### config.mk
export PLATFORM = sky130hd
export DESIGN_NAME = uart_wb_sequencer_flat
export DESIGN_NICKNAME = d
export VERILOG_FILES = /design/src/rtl/uart_seq_pkg.sv /design/src/rtl/uart_wb_sequencer_if.sv /design/src/rtl/uart_wb_txn.sv /design/src/rtl/uart_wb_sequencer.sv /design/src/flat_wrapper.sv
export SDC_FILE = /design/constraint.sdc
export NUM_CORES = 1
export LEC_CHECK = 0
export CORE_ASPECT_RATIO = 0.75
export CORE_MARGIN = 2
export CORE_UTILIZATION = 55
export CTS_BUF_LIST = sky130_fd_sc_hd__clkbuf_16
export DETAILED_ROUTE_END_ITERATION = 10
export DONT_BUFFER_PORTS = 1
export PLACE_DENSITY = 0.75
export SLEW_MARGIN = 10
export SYNTH_ARGS = -nofsm -noshare
export SYNTH_HDL_FRONTEND = slang
export SYNTH_SLANG_ARGS = --single-unit
### constraint.sdc
create_clock -name wb_clk_i -period 2.3 [get_ports wb_clk_i]
set_clock_uncertainty 0.05 [all_clocks]
set_input_delay 0 -clock wb_clk_i [delete_from_list [all_inputs] [get_ports wb_clk_i]]
set_output_delay 0 -clock wb_clk_i [all_outputs]
set_load 0.02 [all_outputs]
### src/rtl/uart_seq_pkg.sv
// Shared constants and types for the UART configuration/transmit sequencer.
// Register offsets follow the 16550-style map of the UART core.
package uart_seq_pkg;

    localparam logic [4:0] ADDR_THR = 5'd0;
    localparam logic [4:0] ADDR_DLL = 5'd0;
    localparam logic [4:0] ADDR_IER = 5'd1;
    localparam logic [4:0] ADDR_DLM = 5'd1;
    localparam logic [4:0] ADDR_FCR = 5'd2;
    localparam logic [4:0] ADDR_LCR = 5'd3;
    localparam logic [4:0] ADDR_LSR = 5'd5;

    localparam int LSR_THRE_BIT = 5;

    localparam logic [7:0] DLAB_MASK = 8'h80;

    // Index of the final configuration write
    localparam logic [2:0] CFG_LAST_STEP = 3'd5;

    typedef enum logic [2:0] {
        CFG,
        IDLE,
        POLL,
        WR_THR,
        ERR
    } seq_state_t;

endpackage

### src/rtl/uart_wb_sequencer_if.sv
// Wishbone register-port bundle between the sequencer (master) and the UART (slave).
interface uart_wb_sequencer_if;
    import uart_seq_pkg::*;

    logic [4:0] wb_addr_o;
    logic [7:0] wb_dat_o;
    logic [7:0] wb_dat_i;
    logic [3:0] wb_sel_o;
    logic       wb_we_o;
    logic       wb_stb_o;
    logic       wb_cyc_o;
    logic       wb_ack_i;

    modport master (
        output wb_addr_o, wb_dat_o, wb_sel_o, wb_we_o, wb_stb_o, wb_cyc_o,
        input  wb_dat_i, wb_ack_i
    );

    modport slave (
        input  wb_addr_o, wb_dat_o, wb_sel_o, wb_we_o, wb_stb_o, wb_cyc_o,
        output wb_dat_i, wb_ack_i
    );

endinterface

### src/rtl/uart_wb_txn.sv
// Single-transaction Wishbone engine. A one-cycle req launches one bus cycle;
// done (with rdata) or timeout pulses for one cycle when it ends.
module uart_wb_txn
    import uart_seq_pkg::*;
#(
    parameter int ACK_TIMEOUT = 16
) (
    input  logic                 clk,
    input  logic                 rst,
    uart_wb_sequencer_if.master  wb,
    input  logic                 req,
    input  logic                 we,
    input  logic [4:0]           addr,
    input  logic [7:0]           wdata,
    output logic                 done,
    output logic [7:0]           rdata,
    output logic                 timeout
);

    localparam int CW = $clog2(ACK_TIMEOUT + 1);
    localparam logic [CW-1:0] CNT_LAST = CW'(ACK_TIMEOUT - 1);

    logic [CW-1:0] ack_cnt;

    // Launch, hold and retire one bus cycle; the ack counter runs from stb rise
    always_ff @(posedge clk) begin
        if (rst) begin
            wb.wb_cyc_o  <= 1'b0;
            wb.wb_stb_o  <= 1'b0;
            wb.wb_we_o   <= 1'b0;
            wb.wb_sel_o  <= 4'b0000;
            wb.wb_addr_o <= 5'd0;
            wb.wb_dat_o  <= 8'h00;
            ack_cnt      <= '0;
            done         <= 1'b0;
            timeout      <= 1'b0;
            rdata        <= 8'h00;
        end else begin
            done    <= 1'b0;
            timeout <= 1'b0;
            if (wb.wb_stb_o) begin
                if (wb.wb_ack_i) begin
                    wb.wb_cyc_o <= 1'b0;
                    wb.wb_stb_o <= 1'b0;
                    wb.wb_we_o  <= 1'b0;
                    wb.wb_sel_o <= 4'b0000;
                    rdata       <= wb.wb_dat_i;
                    done        <= 1'b1;
                end else if (ack_cnt == CNT_LAST) begin
                    wb.wb_cyc_o <= 1'b0;
                    wb.wb_stb_o <= 1'b0;
                    wb.wb_we_o  <= 1'b0;
                    wb.wb_sel_o <= 4'b0000;
                    timeout     <= 1'b1;
                end else begin
                    ack_cnt <= ack_cnt + CW'(1);
                end
            end else if (req) begin
                wb.wb_cyc_o  <= 1'b1;
                wb.wb_stb_o  <= 1'b1;
                wb.wb_we_o   <= we;
                wb.wb_sel_o  <= 4'b0001;
                wb.wb_addr_o <= addr;
                wb.wb_dat_o  <= wdata;
                ack_cnt      <= '0;
            end
        end
    end

endmodule

### src/rtl/uart_wb_sequencer.sv
// Wishbone master for the UART register port: configures the UART after reset
// (or reinit), then streams bytes to THR, polling LSR.THRE before each write.
module uart_wb_sequencer
    import uart_seq_pkg::*;
#(
    parameter logic [15:0] DIVISOR     = 16'd27,
    parameter logic [7:0]  LCR_VAL     = 8'h03,
    parameter logic [7:0]  FCR_VAL     = 8'h07,
    parameter logic [7:0]  IER_VAL     = 8'h00,
    parameter int          ACK_TIMEOUT = 16,
    parameter int          POLL_MAX    = 1024
) (
    input  logic                 wb_clk_i,
    input  logic                 wb_rst_i,
    uart_wb_sequencer_if.master  wb,
    input  logic [7:0]           tx_data,
    input  logic                 tx_valid,
    output logic                 tx_ready,
    input  logic                 reinit,
    output logic                 cfg_done,
    output logic                 busy,
    output logic                 err
);

    localparam int PW = $clog2(POLL_MAX + 1);
    localparam logic [PW-1:0] POLL_LAST = PW'(POLL_MAX - 1);

    seq_state_t    state;
    logic [2:0]    step;
    logic          issued;
    logic          req;
    logic          req_we;
    logic [4:0]    req_addr;
    logic [7:0]    req_wdata;
    logic [7:0]    tx_byte;
    logic [PW-1:0] poll_cnt;

    logic          txn_done;
    logic [7:0]    txn_rdata;
    logic          txn_timeout;
    logic          unused_rdata_bits;

    function automatic logic [4:0] step_addr(input logic [2:0] s);
        case (s)
            3'd0:    return ADDR_LCR;
            3'd1:    return ADDR_DLL;
            3'd2:    return ADDR_DLM;
            3'd3:    return ADDR_LCR;
            3'd4:    return ADDR_FCR;
            3'd5:    return ADDR_IER;
            default: return ADDR_LCR;
        endcase
    endfunction

    function automatic logic [7:0] step_data(input logic [2:0] s);
        case (s)
            3'd0:    return LCR_VAL | DLAB_MASK;
            3'd1:    return DIVISOR[7:0];
            3'd2:    return DIVISOR[15:8];
            3'd3:    return LCR_VAL & ~DLAB_MASK;
            3'd4:    return FCR_VAL;
            3'd5:    return IER_VAL;
            default: return 8'h00;
        endcase
    endfunction

    uart_wb_txn #(
        .ACK_TIMEOUT (ACK_TIMEOUT)
    ) u_txn (
        .clk     (wb_clk_i),
        .rst     (wb_rst_i),
        .wb      (wb),
        .req     (req),
        .we      (req_we),
        .addr    (req_addr),
        .wdata   (req_wdata),
        .done    (txn_done),
        .rdata   (txn_rdata),
        .timeout (txn_timeout)
    );

    // Only THRE matters from the LSR read; the rest of the byte is intentionally dropped
    assign unused_rdata_bits = ^{txn_rdata[7:LSR_THRE_BIT+1], txn_rdata[LSR_THRE_BIT-1:0]};

    // A pending reinit takes priority over a byte offered in the same cycle
    assign tx_ready = (state == IDLE) && !err && !reinit;
    assign busy     = (state != IDLE);

    // Sequencer FSM: issues one bus request at a time and reacts to done/timeout
    always_ff @(posedge wb_clk_i) begin
        if (wb_rst_i) begin
            state     <= CFG;
            step      <= 3'd0;
            issued    <= 1'b0;
            req       <= 1'b0;
            req_we    <= 1'b0;
            req_addr  <= 5'd0;
            req_wdata <= 8'h00;
            tx_byte   <= 8'h00;
            poll_cnt  <= '0;
            cfg_done  <= 1'b0;
            err       <= 1'b0;
        end else begin
            req <= 1'b0;
            case (state)
                CFG: begin
                    if (txn_timeout) begin
                        state  <= ERR;
                        err    <= 1'b1;
                        issued <= 1'b0;
                    end else if (!issued) begin
                        req       <= 1'b1;
                        req_we    <= 1'b1;
                        req_addr  <= step_addr(step);
                        req_wdata <= step_data(step);
                        issued    <= 1'b1;
                    end else if (txn_done) begin
                        if (step == CFG_LAST_STEP) begin
                            cfg_done <= 1'b1;
                            state    <= IDLE;
                            step     <= 3'd0;
                            issued   <= 1'b0;
                        end else begin
                            step      <= step + 3'd1;
                            req       <= 1'b1;
                            req_we    <= 1'b1;
                            req_addr  <= step_addr(step + 3'd1);
                            req_wdata <= step_data(step + 3'd1);
                        end
                    end
                end
                IDLE: begin
                    if (reinit) begin
                        state    <= CFG;
                        step     <= 3'd0;
                        issued   <= 1'b0;
                        cfg_done <= 1'b0;
                        err      <= 1'b0;
                    end else if (tx_valid && !err) begin
                        tx_byte   <= tx_data;
                        poll_cnt  <= '0;
                        state     <= POLL;
                        req       <= 1'b1;
                        req_we    <= 1'b0;
                        req_addr  <= ADDR_LSR;
                        req_wdata <= 8'h00;
                    end
                end
                POLL: begin
                    if (txn_timeout) begin
                        state <= ERR;
                        err   <= 1'b1;
                    end else if (txn_done) begin
                        if (txn_rdata[LSR_THRE_BIT]) begin
                            state     <= WR_THR;
                            req       <= 1'b1;
                            req_we    <= 1'b1;
                            req_addr  <= ADDR_THR;
                            req_wdata <= tx_byte;
                        end else if (poll_cnt == POLL_LAST) begin
                            state <= ERR;
                            err   <= 1'b1;
                        end else begin
                            poll_cnt  <= poll_cnt + PW'(1);
                            req       <= 1'b1;
                            req_we    <= 1'b0;
                            req_addr  <= ADDR_LSR;
                            req_wdata <= 8'h00;
                        end
                    end
                end
                WR_THR: begin
                    if (txn_timeout) begin
                        state <= ERR;
                        err   <= 1'b1;
                    end else if (txn_done) begin
                        state <= IDLE;
                    end
                end
                ERR: begin
                    err <= 1'b1;
                    if (reinit) begin
                        state    <= CFG;
                        step     <= 3'd0;
                        issued   <= 1'b0;
                        cfg_done <= 1'b0;
                        err      <= 1'b0;
                    end
                end
                default: begin
                    state <= ERR;
                    err   <= 1'b1;
                end
            endcase
        end
    end

endmodule

### src/flat_wrapper.sv
// flat-port wrapper written by rule: the top's interface ports become plain ports
module uart_wb_sequencer_flat import uart_seq_pkg::*;
#(
    parameter logic [15:0] DIVISOR     = 16'd27,
    parameter logic [7:0]  LCR_VAL     = 8'h03,
    parameter logic [7:0]  FCR_VAL     = 8'h07,
    parameter logic [7:0]  IER_VAL     = 8'h00,
    parameter int          ACK_TIMEOUT = 16,
    parameter int          POLL_MAX    = 1024
)
  (wb_clk_i, wb_rst_i, tx_data, tx_valid, tx_ready, reinit, cfg_done, busy, err, wb_wb_addr_o, wb_wb_dat_o, wb_wb_sel_o, wb_wb_we_o, wb_wb_stb_o, wb_wb_cyc_o, wb_wb_dat_i, wb_wb_ack_i);
  uart_wb_sequencer_if wb_i ();
  input  logic wb_clk_i;
  input  logic wb_rst_i;
  input  logic [7:0] tx_data;
  input  logic tx_valid;
  output logic tx_ready;
  input  logic reinit;
  output logic cfg_done;
  output logic busy;
  output logic err;
  output wire logic [$bits(wb_i.wb_addr_o)-1:0] wb_wb_addr_o;
  output wire logic [$bits(wb_i.wb_dat_o)-1:0] wb_wb_dat_o;
  output wire logic [$bits(wb_i.wb_sel_o)-1:0] wb_wb_sel_o;
  output wire logic [$bits(wb_i.wb_we_o)-1:0] wb_wb_we_o;
  output wire logic [$bits(wb_i.wb_stb_o)-1:0] wb_wb_stb_o;
  output wire logic [$bits(wb_i.wb_cyc_o)-1:0] wb_wb_cyc_o;
  input wire logic [$bits(wb_i.wb_dat_i)-1:0] wb_wb_dat_i;
  input wire logic [$bits(wb_i.wb_ack_i)-1:0] wb_wb_ack_i;
  assign wb_wb_addr_o = wb_i.wb_addr_o;
  assign wb_wb_dat_o = wb_i.wb_dat_o;
  assign wb_wb_sel_o = wb_i.wb_sel_o;
  assign wb_wb_we_o = wb_i.wb_we_o;
  assign wb_wb_stb_o = wb_i.wb_stb_o;
  assign wb_wb_cyc_o = wb_i.wb_cyc_o;
  assign wb_i.wb_dat_i = wb_wb_dat_i;
  assign wb_i.wb_ack_i = wb_wb_ack_i;
  uart_wb_sequencer #(.DIVISOR(DIVISOR), .LCR_VAL(LCR_VAL), .FCR_VAL(FCR_VAL), .IER_VAL(IER_VAL), .ACK_TIMEOUT(ACK_TIMEOUT), .POLL_MAX(POLL_MAX)) u_core (.wb_clk_i(wb_clk_i), .wb_rst_i(wb_rst_i), .wb(wb_i), .tx_data(tx_data), .tx_valid(tx_valid), .tx_ready(tx_ready), .reinit(reinit), .cfg_done(cfg_done), .busy(busy), .err(err));
endmodule
==> metrics.cfg <==
[drt]
initialDrtViolationCount=232
firstDrtPassIters=4
drc=0
drt-wirelength-per-cell_um=15.12
viasPerCell=5.949
ant_nets=0
finalWirelength_mm=7.365
vias=2897

[critical_path]
reg2reg_slack_ps=220
worstPathMaxFanout=10
cp-start-kind=flop
path_class=flop to flop
r2r_start=u_core.poll_cnt[0]$_SDFFE_PP0P_
worstPathArrival_ps=2280
r2r_cells=6
endpoint_kind=flop
r2r-end=u_core.poll_cnt[7]$_SDFFE_PP0P_
required_ps=2500

[clock_tree]
cts-root-buf=clkbuf_16
clock-sinks=63
htreeDepth=3
cts_tree=built
post_cts_resize_count=0
cts_buffers=9
postCtsSetupBuffers=0
path_clk_slew_ps=60
clockBufferDepth=2
clk_latency_ps=330

[yosys]
synth.distinct_cells=56
yosysSeqAreaShare=0.4037
ys_ff_latch=63
synth_warnings=0
synth_edf_count=0
syn_area_per_cell_um2=7.830
synthFlopType=dfxtp_1
synth_top_area_frac=0.4037
syn_area_um2=3124
postSynthCellCount=399
synthTopCellsByArea=dfxtp_1, a21oi_1, nand2_1
yosys.area.top_type=dfxtp_1
ys_async_sr_fraction=0

[global_route]
grt_pass1_wl_mm=12.44
first_global_vias=2673
grt-ovfl-total=0
track_usage=0.2444
grt_max_degree=63
antenna_found_initial=0

[floorplanning]
core_area_um2=5410
floorplan.initialDensity=0.5775
die-area_um2=6306
io-pin-count=45
dieHeight_um=69.27
rows=23
die_w_um=91.03

[cells_and_area]
diodes=0
utilization=0.6672
fillers=477
layout.cells.non_filler=487
final_net_count=431
design_area_um2=3610
drive_above_1_share=0.1019
syn_to_final_growth_pct=15.54

[timing]
setup_tns_ps=0
fmaxAchievable_ghz=0.4812
final-max-slew-violation-count=0
hold_violations=0
tightestPinTransition_ps=1021
period_share=0.9036
max-slew-margin-rel=0.3180
rsz0062_at_grt=false
period_minus_slack_ps=2078
setup_viol=0

[placement]
hpwl_mm=4.753
gp_congestion=0.8865
placed_area_um2=3188
port_buffers=0
dp_cells=458

[worst_hold_path]
hp-start=wb_wb_ack_i
hp-class=input pin to flop
min_to=u_core.u_txn.ack_cnt[1]$_SDFFE_PP0P_
holdPathStages=4

[pwr]
power_density_nw_per_um2=694.0
p_leak_nw=1.268
fin_total_pwr_mw=2.505
ir_drop_mv=0.4153

[run_status]
status=complete, no violations

[flow_run]
max_cap_violations=0

-- worst max-delay path: stages, from the launching register on --
cell     delay, ps
dfxtp_1        410
ha_1           240
nand3_2        180
nor4b_4        450
a211o_1        400
nor2_1         100
nor3_1         170
-- where the power goes --
| group | switching [mW] | leakage [nW] | total [mW] | internal [mW] |
|---|---|---|---|---|
| Combinational | 0.0821 | 0.622 | 0.135 | 0.0532 |
| Sequential | 0.0272 | 0.511 | 1.14 | 1.12 |
| Clock | 0.499 | 0.136 | 1.23 | 0.729 |
| Total | 0.608 | 1.27 | 2.51 | 1.90 |
-- logic make-up (layout without fill, tap and decap cells) --
logic type / after synthesis / count (layout) / share of synthesized area
fa+ha+maj: 4 / 4 / 0.01522
compound gates: 114 / 114 / 0.2235
mux: 4 / 4 / 0.01282
flops: 63 / 63 / 0.4037
xor+xnor: 4 / 4 / 0.01122
buf+inv: 45 / 54 / 0.06247
other cells: 1 / 5 / 0.001200
simple gates: 164 / 164 / 0.2699
-- metal layers --
layer	GRT usage	routed length [um]	up-vias
met5	0	0	-
li1	-	-	1435
met2	0.3893	3353	77
met4	0.06566	91	0
met3	0.07283	373	10
met1	0.3251	3547	1375
-- layout make-up --
| class | instances | area (um^2) | area share |
|---|---|---|---|
| multi-input combinational | 295 | 1683 | 0.4662 |
| sequential | 63 | 1261 | 0.3494 |
| timing repair buffer | 28 | 260.3 | 0.07210 |
| clock buffer | 9 | 225.2 | 0.06239 |
| tap | 75 | 93.84 | 0.02600 |
| clock inverter | 7 | 48.80 | 0.01352 |
| inverter | 10 | 37.54 | 0.01040 |
-- placed cells by master (no fill, tap or decap), types with 3 or more instances in the layout --
cell,synthesis,routed
o21ai_1,7,7
nor2_1,33,33
dfxtp_1,63,63
a311oi_1,9,9
a211oi_1,4,4
and3_1,3,3
clkinv_2,0,3
a31oi_1,6,6
clkbuf_16,0,9
inv_1,10,10
dlygate4sd3_1,0,12
nand3_1,18,18
xor2_1,3,3
o211ai_1,3,3
mux2i_1,4,4
nor3_1,16,16
nand2_1,55,55
ha_1,3,3
o21ai_0,12,12
buf_4,6,15
nor2b_1,5,5
conb_1,1,5
nand2b_1,5,5
a21oi_1,55,55
nand4_1,4,4
nand4b_1,3,3
o31ai_1,3,3
-- repair_timing --
| action | in CTS | in global routing |
|---|---|---|
| setup endpoints to repair | 0 | 0 |
| endpoints found under the hold margin | 63 | 0 |
| hold buffers | 13 | 0 |
-- cells in the mapped netlist, drive strengths merged (3+ instances only) --
cell	number
o211ai	3
nand4b	3
a211oi	5
clkbuf	25
nor2	33
o31ai	3
dfxtp	63
o21ai	19
a31oi	6
or3b	4
nand2	55
nand3	19
nor3	17
and3	3
nand2b	5
nor2b	5
a21oi	55
nand4	4
xor2	3
a311oi	9
inv	10
mux2i	4
buf	10
ha	3
-- how the worst max path moves through the flow --
stage | startpoint | to | slack (ps) | depth (start not counted)
floorplan | u_core.state[2]$_SDFFE_PP0P_ | u_core.poll_cnt[3]$_SDFFE_PP0P_ | 360 | 6
global placement | u_core.poll_cnt[0]$_SDFFE_PP0P_ | u_core.poll_cnt[7]$_SDFFE_PP0P_ | 330 | 6
detailed placement | u_core.poll_cnt[0]$_SDFFE_PP0P_ | u_core.poll_cnt[10]$_SDFFE_PP0P_ | 260 | 6
CTS | u_core.poll_cnt[0]$_SDFFE_PP0P_ | u_core.poll_cnt[10]$_SDFFE_PP0P_ | 240 | 6
global route | u_core.poll_cnt[1]$_SDFFE_PP0P_ | u_core.req_wdata[2]$_SDFFE_PP0P_ | 0.6 | 6
finish | u_core.poll_cnt[0]$_SDFFE_PP0P_ | u_core.poll_cnt[7]$_SDFFE_PP0P_ | 220 | 6
-- registers in the layout, summed over array words and instances (netlist names), 3 cells and up --
signal / cells
u_core.step: 3
u_core.u_txn.ack_cnt: 5
u_core.tx_byte: 8
u_core.state: 3
u_core.u_txn.wb.wb_dat_o: 8
u_core.req_addr: 3
u_core.u_txn.wb.wb_addr_o: 3
u_core.poll_cnt: 11
u_core.req_wdata: 8
-- stage by stage --
stage	hold WS, ps	setup slack (ps)
detailed placement	26.45	257.1
floorplan	25.70	360.4
finish	10.85	221.8
global route	47.66	0.5613
CTS	6.694	237.2
global placement	25.48	328.0
No activity file was read; power rests on OpenSTA's default activity.
